[src/rtl/bp_pkg.sv]
// Shared definitions for the branch resolve controller: FSM encoding and
// the layout of one in-flight branch record.
package bp_pkg;

    localparam logic ST_IDLE  = 1'b0;
    localparam logic ST_FLUSH = 1'b1;

    typedef enum logic {
        IDLE  = ST_IDLE,
        FLUSH = ST_FLUSH
    } br_state_e;

    localparam int unsigned BR_ENTRY_W   = 65;
    localparam int unsigned BR_PC1_LSB   = 0;
    localparam int unsigned BR_ADDR_LSB  = 32;
    localparam int unsigned BR_TAKEN_BIT = 64;

    function automatic logic [BR_ENTRY_W-1:0] br_pack(
        input logic        taken,
        input logic [31:0] addr,
        input logic [31:0] pc_1
    );
        return {taken, addr, pc_1};
    endfunction

endpackage

[src/rtl/br_inflight_fifo.sv]
// Synchronous FIFO for in-flight branch records; occupancy counter decides
// full/empty so pointers can wrap freely.
module br_inflight_fifo #(
    parameter int unsigned DEPTH = 4,
    parameter int unsigned WIDTH = 65
) (
    input  logic                     clk,
    input  logic                     rst,
    input  logic                     i_push,
    input  logic                     i_pop,
    input  logic                     i_clear,
    input  logic [WIDTH-1:0]         i_wdata,
    output logic [WIDTH-1:0]         o_rdata,
    output logic [$clog2(DEPTH):0]   o_count,
    output logic                     o_full,
    output logic                     o_empty
);

    localparam int unsigned PTR_W = $clog2(DEPTH);
    localparam int unsigned CNT_W = PTR_W + 1;

    logic [WIDTH-1:0] r_mem [DEPTH];
    logic [PTR_W-1:0] r_wptr;
    logic [PTR_W-1:0] r_rptr;
    logic [CNT_W-1:0] r_count;

    logic w_full;
    logic w_empty;
    logic w_do_push;
    logic w_do_pop;

    assign w_full    = (r_count == CNT_W'(DEPTH));
    assign w_empty   = (r_count == '0);
    assign w_do_pop  = i_pop & ~w_empty;
    // A pop in the same cycle frees the slot being written when full
    assign w_do_push = i_push & (~w_full | w_do_pop);

    always_ff @(posedge clk) begin
        if (rst || i_clear) begin
            r_wptr  <= '0;
            r_rptr  <= '0;
            r_count <= '0;
        end else begin
            if (w_do_push) r_wptr <= r_wptr + PTR_W'(1);
            if (w_do_pop)  r_rptr <= r_rptr + PTR_W'(1);
            unique case ({w_do_push, w_do_pop})
                2'b10:   r_count <= r_count + CNT_W'(1);
                2'b01:   r_count <= r_count - CNT_W'(1);
                default: r_count <= r_count;
            endcase
        end
    end

    always_ff @(posedge clk) begin
        if (w_do_push) r_mem[r_wptr] <= i_wdata;
    end

    assign o_rdata = r_mem[r_rptr];
    assign o_count = r_count;
    assign o_full  = w_full;
    assign o_empty = w_empty;

endmodule

[src/rtl/branch_resolve_ctrl.sv]
// Tracks predicted branches from fetch to EX, trains the predictor on each
// resolution and runs a flush/redirect sequence on mispredicts.
module branch_resolve_ctrl
    import bp_pkg::*;
#(
    parameter int unsigned DEPTH        = 4,
    parameter int unsigned FLUSH_CYCLES = 2
) (
    input  logic                    clk,
    input  logic                    rst,
    input  logic                    if_branch,
    input  logic                    if_pred_taken,
    input  logic [31:0]             if_pred_addr,
    input  logic [31:0]             if_pc_1,
    input  logic                    ex_valid,
    input  logic                    ex_taken,
    input  logic [31:0]             ex_target,
    output logic                    upd_taken,
    output logic                    upd_not_taken,
    output logic                    stall_if,
    output logic                    flush,
    output logic                    redirect_valid,
    output logic [31:0]             redirect_pc,
    output logic [$clog2(DEPTH):0]  inflight,
    output logic                    err
);

    localparam int unsigned FCNT_W = $clog2(FLUSH_CYCLES) + 1;

    br_state_e         r_state;
    logic [FCNT_W-1:0] r_flush_cnt;
    logic              r_upd_taken;
    logic              r_upd_not_taken;
    logic              r_flush;
    logic              r_redirect_valid;
    logic [31:0]       r_redirect_pc;
    logic              r_err;

    logic [BR_ENTRY_W-1:0]  w_head;
    logic [$clog2(DEPTH):0] w_count;
    logic                   w_full;
    logic                   w_empty;
    logic                   w_idle;
    logic                   w_pop;
    logic                   w_push;
    logic                   w_mispredict;
    logic                   w_err;
    logic                   w_head_taken;
    logic [31:0]            w_head_addr;
    logic [31:0]            w_head_pc1;

    assign w_head_taken = w_head[BR_TAKEN_BIT];
    assign w_head_addr  = w_head[BR_ADDR_LSB +: 32];
    assign w_head_pc1   = w_head[BR_PC1_LSB +: 32];

    assign w_idle       = (r_state == IDLE);
    assign w_pop        = w_idle & ex_valid & ~w_empty;
    assign w_mispredict = w_pop & ((w_head_taken != ex_taken) |
                                   (ex_taken & w_head_taken & (w_head_addr != ex_target)));
    // A fetch coinciding with a mispredict is on the wrong path
    assign w_push       = w_idle & if_branch & ~w_mispredict & (~w_full | w_pop);
    assign w_err        = w_idle & ((if_branch & w_full & ~w_pop) | (ex_valid & w_empty));

    br_inflight_fifo #(
        .DEPTH (DEPTH),
        .WIDTH (BR_ENTRY_W)
    ) u_fifo (
        .clk     (clk),
        .rst     (rst),
        .i_push  (w_push),
        .i_pop   (w_pop),
        .i_clear (w_mispredict),
        .i_wdata (br_pack(if_pred_taken, if_pred_addr, if_pc_1)),
        .o_rdata (w_head),
        .o_count (w_count),
        .o_full  (w_full),
        .o_empty (w_empty)
    );

    always_ff @(posedge clk) begin
        if (rst) begin
            r_state          <= IDLE;
            r_flush_cnt      <= '0;
            r_upd_taken      <= 1'b0;
            r_upd_not_taken  <= 1'b0;
            r_flush          <= 1'b0;
            r_redirect_valid <= 1'b0;
            r_redirect_pc    <= '0;
            r_err            <= 1'b0;
        end else begin
            r_upd_taken      <= w_pop & ex_taken;
            r_upd_not_taken  <= w_pop & ~ex_taken;
            r_err            <= w_err;
            r_redirect_valid <= 1'b0;
            case (r_state)
                IDLE: begin
                    if (w_mispredict) begin
                        r_state          <= FLUSH;
                        r_flush          <= 1'b1;
                        r_redirect_valid <= 1'b1;
                        r_redirect_pc    <= ex_taken ? ex_target : w_head_pc1;
                        r_flush_cnt      <= FCNT_W'(FLUSH_CYCLES - 1);
                    end
                end
                FLUSH: begin
                    if (r_flush_cnt == '0) begin
                        r_state <= IDLE;
                        r_flush <= 1'b0;
                    end else begin
                        r_flush_cnt <= r_flush_cnt - FCNT_W'(1);
                    end
                end
                default: r_state <= IDLE;
            endcase
        end
    end

    assign upd_taken      = r_upd_taken;
    assign upd_not_taken  = r_upd_not_taken;
    assign stall_if       = w_full;
    assign flush          = r_flush;
    assign redirect_valid = r_redirect_valid;
    assign redirect_pc    = r_redirect_pc;
    assign inflight       = w_count;
    assign err            = r_err;

endmodule

[config.mk]
export PLATFORM = sky130hd
export DESIGN_NAME = branch_resolve_ctrl
export DESIGN_NICKNAME = d
export VERILOG_FILES = /design/src/rtl/bp_pkg.sv /design/src/rtl/br_inflight_fifo.sv /design/src/rtl/branch_resolve_ctrl.sv
export SDC_FILE = /design/constraint.sdc
export NUM_CORES = 1
export LEC_CHECK = 0
export ABC_AREA = 1
export CORE_MARGIN = 2
export CORE_UTILIZATION = 60
export CTS_CLUSTER_DIAMETER = 60
export CTS_CLUSTER_SIZE = 16
export DETAILED_ROUTE_END_ITERATION = 7
export PLACE_DENSITY = 0.84
export SYNTH_ARGS = -nofsm -noshare
export SYNTH_HDL_FRONTEND = slang
export SYNTH_SLANG_ARGS = --single-unit
[constraint.sdc]
create_clock -name clk -period 15.6 [get_ports clk]
set_input_delay 2.34 -clock clk [delete_from_list [all_inputs] [get_ports clk]]
set_output_delay 2.34 -clock clk [all_outputs]
set_load 0.1 [all_outputs]
# Word level (Yosys, flattened, before mapping)
# Memory sizes are Yosys's and may differ from the RTL's. A register that Yosys moved wholly into a read port is not among the register bits.
# Index checks and enable logic that the tools add are counted.
dict set report op_classes {
  n_addsub 5
  bitwise 26
  n_reduce_logical 8
  muxes 15
  eq_ne 8
}
# operator count
set ops {}
lappend ops {{two-way mux 32 bit} 1}
lappend ops {{inequality test 32 bit} 1}
lappend ops {{AND 1 bit} 16}
lappend ops {{two-way mux 2 bit} 4}
lappend ops {{two-way mux 1 bit} 6}
lappend ops {{NOT 1 bit} 6}
lappend ops {{one-hot mux 3 bit (2 select lines)} 1}
lappend ops {{AND reduction 2 bit} 3}
lappend ops {{adder 2 x 1 -> 2 bit (second input constant)} 2}
lappend ops {{inequality test 2 x 1 -> 1 bit (second input constant)} 2}
lappend ops {{bitwise OR 1 bit} 4}
lappend ops {{one-hot mux 1 bit (2 select lines)} 2}
lappend ops {{one-hot mux 2 bit (2 select lines)} 1}
lappend ops {{adder 3 x 1 -> 3 bit (second input constant)} 1}
lappend ops {{equality test 3 bit (second input constant)} 1}
lappend ops {{zero test 3 bit} 1}
lappend ops {{subtractor 3 x 1 -> 3 bit (second input constant)} 1}
lappend ops {{equality test 2 x 1 -> 1 bit (second input constant)} 1}
lappend ops {{equality test 2 bit (second input constant)} 1}
lappend ops {{zero test 2 bit} 1}
lappend ops {{inequality test 2 bit (second input constant)} 1}
lappend ops {{nonzero test 2 bit} 1}
lappend ops {{OR reduction 2 bit} 1}
lappend ops {{subtractor 2 x 1 -> 2 bit (second input constant)} 1}
lappend ops {{other kinds (2)} 2}
dict set report totals {
  inputBits 102
  elab_cells 74
  n_memories 1
  out_inout_bits 41
  mem_bits_rw 260
  register_bits 47
}
# name depth width read_ports rd_clocked_by_memory_dff write_ports line
set mem_list {}
lappend mem_list {u_fifo.r_mem 4 65 1 1 1 br_inflight_fifo.sv:22} ;# logic [WIDTH-1:0] r_mem [DEPTH];

# Longest topological paths before layout
dict set report logic_depth {
  depth_word 10
  depth_mapped 26
  mapped_depth_nobuf 23
}

# Hierarchy
# From an unflattened synthesis, not the netlist that was laid out.
dict set report unflattened {
  hier_cells 1139
  hier_area_um2 12962.4
}
# mod n_inst area_each_um2 cells_each seq_area_each_um2
set modules_own_cells {}
lappend modules_own_cells {br_inflight_fifo 1 10426.2 694 7987.7}
lappend modules_own_cells {branch_resolve_ctrl 1 2536.2 445 800.8}

# Least setup slack after synthesis
# OpenSTA, ideal clock, no wires.
dict set report synth_path {
  path_kind {in2reg}
  start {input port ex_target[25]}
  end {memory u_fifo.r_mem[0][0], enable pin}
  arrival_ns 5.948
  setup_time_ns 0.488
  path_stages 15
  required_ns 15.112
  path_slack_ns 9.164
  n_path_buf 1
  cell_sequence {inv_1 -> nand3_1 -> nand2_1 -> inv_1 -> nand2_1 -> nor2_1 -> nand2_1 -> nor2_1 -> nand2_1 -> nand2_1 -> nand2_1 -> nand2_4 -> buf_6 -> nand2_4 -> nor2_1}
}
dict set report synth_via {
  elab_chain_cells 10
}
# element line
set synth_rtl {}
lappend synth_rtl {{from (decl)} branch_resolve_ctrl.sv:17} ;# input logic [31:0] ex_target,
lappend synth_rtl {{inequality test 32 bit} branch_resolve_ctrl.sv:59} ;# (ex_taken & w_head_taken & (w_head_addr != ex_target)));
lappend synth_rtl {{AND 1 bit} branch_resolve_ctrl.sv:59}
lappend synth_rtl {{bitwise OR 1 bit} branch_resolve_ctrl.sv:58} ;# assign w_mispredict = w_pop & ((w_head_taken != ex_taken) |
lappend synth_rtl {{AND 1 bit} branch_resolve_ctrl.sv:58}
lappend synth_rtl {{NOT 1 bit} branch_resolve_ctrl.sv:61} ;# assign w_push = w_idle & if_branch & ~w_mispredict & (~w_full | w_pop);
lappend synth_rtl {{AND 1 bit (2 in a row)} branch_resolve_ctrl.sv:61}
lappend synth_rtl {{AND 1 bit} br_inflight_fifo.sv:36} ;# assign w_do_push = i_push & (~w_full | w_do_pop);
lappend synth_rtl {{two-way mux 1 bit} br_inflight_fifo.sv:55} ;# if (w_do_push) r_mem[r_wptr] <= i_wdata;
lappend synth_rtl {{two-way mux 1 bit (not written as such)} br_inflight_fifo.sv:55}
lappend synth_rtl {{to (decl)} br_inflight_fifo.sv:22}
# No other way between the ends.

==> metrics.json <==
{
  "clock_path_buffers": 3,
  "grt_start_max_net_pins": 98,
  "mappedNetlistArea_um2": 12700,
  "min_delay_path_depth": 2,
  "cts_sinks": 309,
  "grt_remaining_overflow": 0,
  "placement.io_buffers": 142,
  "report.final.hold_viol_count": 0,
  "via_count": 9062,
  "timing.critical_path.slowest_stage_cell": "clkinv_2",
  "clock_insertion_delay_worst_skew_ns": 0.51,
  "initial_cell_density_of_the_core_pct": 60.9,
  "sequential_cell_area_um2": 8790,
  "cts_root_buffer": "clkbuf_16",
  "hold_path_class": "reg2reg",
  "power.density_nw_per_um2": 163,
  "hold_ws_ns": 0.446,
  "yosysTopAreaCellShare_pct": 61.4,
  "postCtsHoldBufs": 0,
  "top_library_cells_by_usage_in_the_layout_fill_and_taps_aside": "451 x nand2_1, 260 x edfxtp_1, 141 x clkdlybuf4s50_1",
  "syn_to_final_growth_pct": 17.6,
  "cts_tree": "built",
  "fin_crit_sh_pct": 34.0,
  "rsz0062_at_grt": "no",
  "cts-htree-levels": 1,
  "drt_first_iter_violations": 1009,
  "all_layer_gr_usage_pct": 26.4,
  "floorplan.io_pins": 143,
  "drt-vias-per-instance": 5.75,
  "final_common_cell": "nand2_1",
  "startpoint_type": "register",
  "min_from": "flush",
  "relSlewSlack_pct": 16.8,
  "worst-r2r-setup-slack_ns": 10.30,
  "grt_first_pass_wirelength_um": 45100,
  "max_slew.worst_pin.slew_ns": 1.25,
  "core_region_area_um2": 20900,
  "drv.max_cap_violation_count": 0,
  "cts_made_buffers": 23,
  "critical_path_buf_inv_count": 3,
  "postRouteWirelength_um": 29500,
  "fin_setup_tns_ns": 0,
  "core.rowCount": 53,
  "postRouteAntennaNets": 0,
  "seq_area_frac_synth_pct": 69.1,
  "layout_cell_share_with_drive_strength_beyond_1_pct": 3.61,
  "route.detailed.wl_per_inst_um": 18.7,
  "hold_path_end": "flush",
  "place.gp.congestion": 0.812,
  "crit_required_ns": 15.72,
  "syn_nets": 1280,
  "firstDrtPassIters": 5,
  "netlist-cell-type-count": 25,
  "fill_cells": 1383,
  "min_period_ns": 5.30,
  "report.final.slew_viol_count": 0,
  "first_global_vias": 8572,
  "outcome": "finished, final reports clean",
  "cts.repair.resized": 0,
  "synth_area_leader_cell": "edfxtp_1",
  "setup_violations": 0,
  "ir_worst_vdd_mv": 0.119,
  "synth.avg_cell_area_um2": 10.9,
  "hpwlAfterDp_um": 18300,
  "critical-path-top-delay-family": "buffers and inverters",
  "post_synth_inst_count": 1170,
  "critPathMaxStageDelay_ns": 0.82,
  "die_span_in_y_um": 150,
  "power.static_leakage_nw": 5.76,
  "regToRegEndpoint": "u_fifo.r_mem[3][26]",
  "worst-r2r-cell-count": 18,
  "cp_max_fo": 74,
  "critical_path_arrival_ns": 5.42,
  "area_contributors_post_synth": "edfxtp_1 61%, nand2_1 13%, dfxtp_1 7.7%, nand3_1 5.0%, a32o_1 2.5%",
  "multiInputGateArea_um2": 3420,
  "crit_path_end_kind": "register",
  "postSynthRegisterBits": 309,
  "fin_worst_skew_ns": 0.0165,
  "width_of_the_die_um": 150,
  "antenna_found_initial": 2,
  "timing.fmax_ghz": 0.189,
  "die_area_um2": 22400,
  "drt_drc_violations_left": 0,
  "timing.critical_path.mode_cell": "nand2_1",
  "cp_cell_sequence": "clkinv_2, buf_4, nand2_1, nand3_1, nand2_1, nand2_1, nand2_1, nand2_1, nor2_1, nand2_1, nor2_1, nand2_1, nand2_1, nand2_1, nand2_4, nand2_4, nor2_4, buf_4",
  "yosysWarningCount": 0,
  "finish.utilization_pct": 71.6,
  "clkSlewWorstSetupHoldPaths_ns": 0.07,
  "timing_worst_setup_path_type": "reg2reg",
  "nNetsFinal": 1395,
  "post_cts.repair.setup_buffers": 0
}
[worst min-delay path, stage by stage (launching register included)]
cell     delay [ns]
dfxtp_1        0.31
inv_1          0.04
a21oi_1        0.05
[logic make-up (layout without fill, tap and decap cells)]
kind of cell               count (synthesis)  after routing  synth area share, %
AOI/OAI and AO/OA                        109            109                 5.59
xor gates and xnor gates                   2              2                0.138
adders and majority gates                  8              8                0.846
buffers and inverters                    120            251                 4.16
DFF                                      309            309                 69.1
other                                      0              1                    0
and+or+nand+nor                          622            622                 20.1
[flip-flops by register name (all words and copies together) (netlist names), named ones only]
register,flops
err,1
flush,1
r_flush_cnt,2
r_state,1
redirect_pc,32
redirect_valid,1
u_fifo.o_count,3
u_fifo.r_mem,260
u_fifo.r_rptr,2
u_fifo.r_wptr,2
upd_not_taken,1
upd_taken,1
[per-layer routing]
| layer | part of all wire [%] | wire [um] | track usage [%] |
|---|---|---|---|
| met5 | 0.044 | 13 | 0 |
| met4 | 2.6 | 777 | 8.81 |
| met3 | 8.9 | 2630 | 3.78 |
| met2 | 49 | 14600 | 43.9 |
| met1 | 39 | 11500 | 36.3 |
[cells in the mapped netlist]
cell type  number
nor2_1         28
xor2_1          1
a21oi_1        38
a32o_1         32
clkbuf_1       18
dfxtp_1        49
ha_1            7
fa_1            1
o22ai_1         1
inv_1          57
nand2_1       451
buf_6           6
a32oi_1         1
inv_2           2
nor3_1          4
buf_1          12
nand2_4         3
buf_4           1
o21ai_0        37
xnor2_1         1
nand3b_1        8
buf_2          24
edfxtp_1      260
nand3_1       127
nor2_4          1
[power breakdown]
group	internal, mW	switching (mW)	total, mW
logic	0.223	0.554	0.777
clock network	0.295	0.261	0.556
registers	1.05	0.0576	1.11
total	1.57	0.873	2.44
[metrics by stage]
stage / worst slack, ns / area, um^2 / cells / total power, mW
after floorplan: 9.16 / 12700 / 1170 / 1.69
after global placement: 9.93 / 14300 / 1535 / 1.87
after detailed placement: 9.94 / 14300 / 1535 / 1.90
after CTS: 10.33 / 15000 / 1576 / 2.44
after global routing: 9.83 / 15000 / 1576 / 2.56
final: 10.30 / 15000 / 1577 / 2.44
[layout make-up]
cell class              instances  area share, %
clock inverters                 2          0.176
multi-input cells             741           22.9
clock buffers                  39           4.39
well taps                     275           2.30
flip-flops and latches        309           58.8
inverters                      59           1.49
repair buffers                151           9.92
diodes                          1         0.0167
[how the worst max path moves through the flow]
stage | from | to | slack (ns) | cells past startpoint
after floorplan | ex_target[25] | u_fifo.r_mem[0][0] | 9.16 | 15
after global routing | register | u_fifo.r_mem[3][26] | 9.83 | 18
after CTS | register | u_fifo.r_mem[3][26] | 10.33 | 18
after detailed placement | ex_target[31] | u_fifo.r_mem[3][43] | 9.94 | 16
final | register | u_fifo.r_mem[3][26] | 10.30 | 18
after global placement | ex_target[31] | u_fifo.r_mem[2][43] | 9.93 | 16
Note: power is estimated with default switching activity, not from simulation.
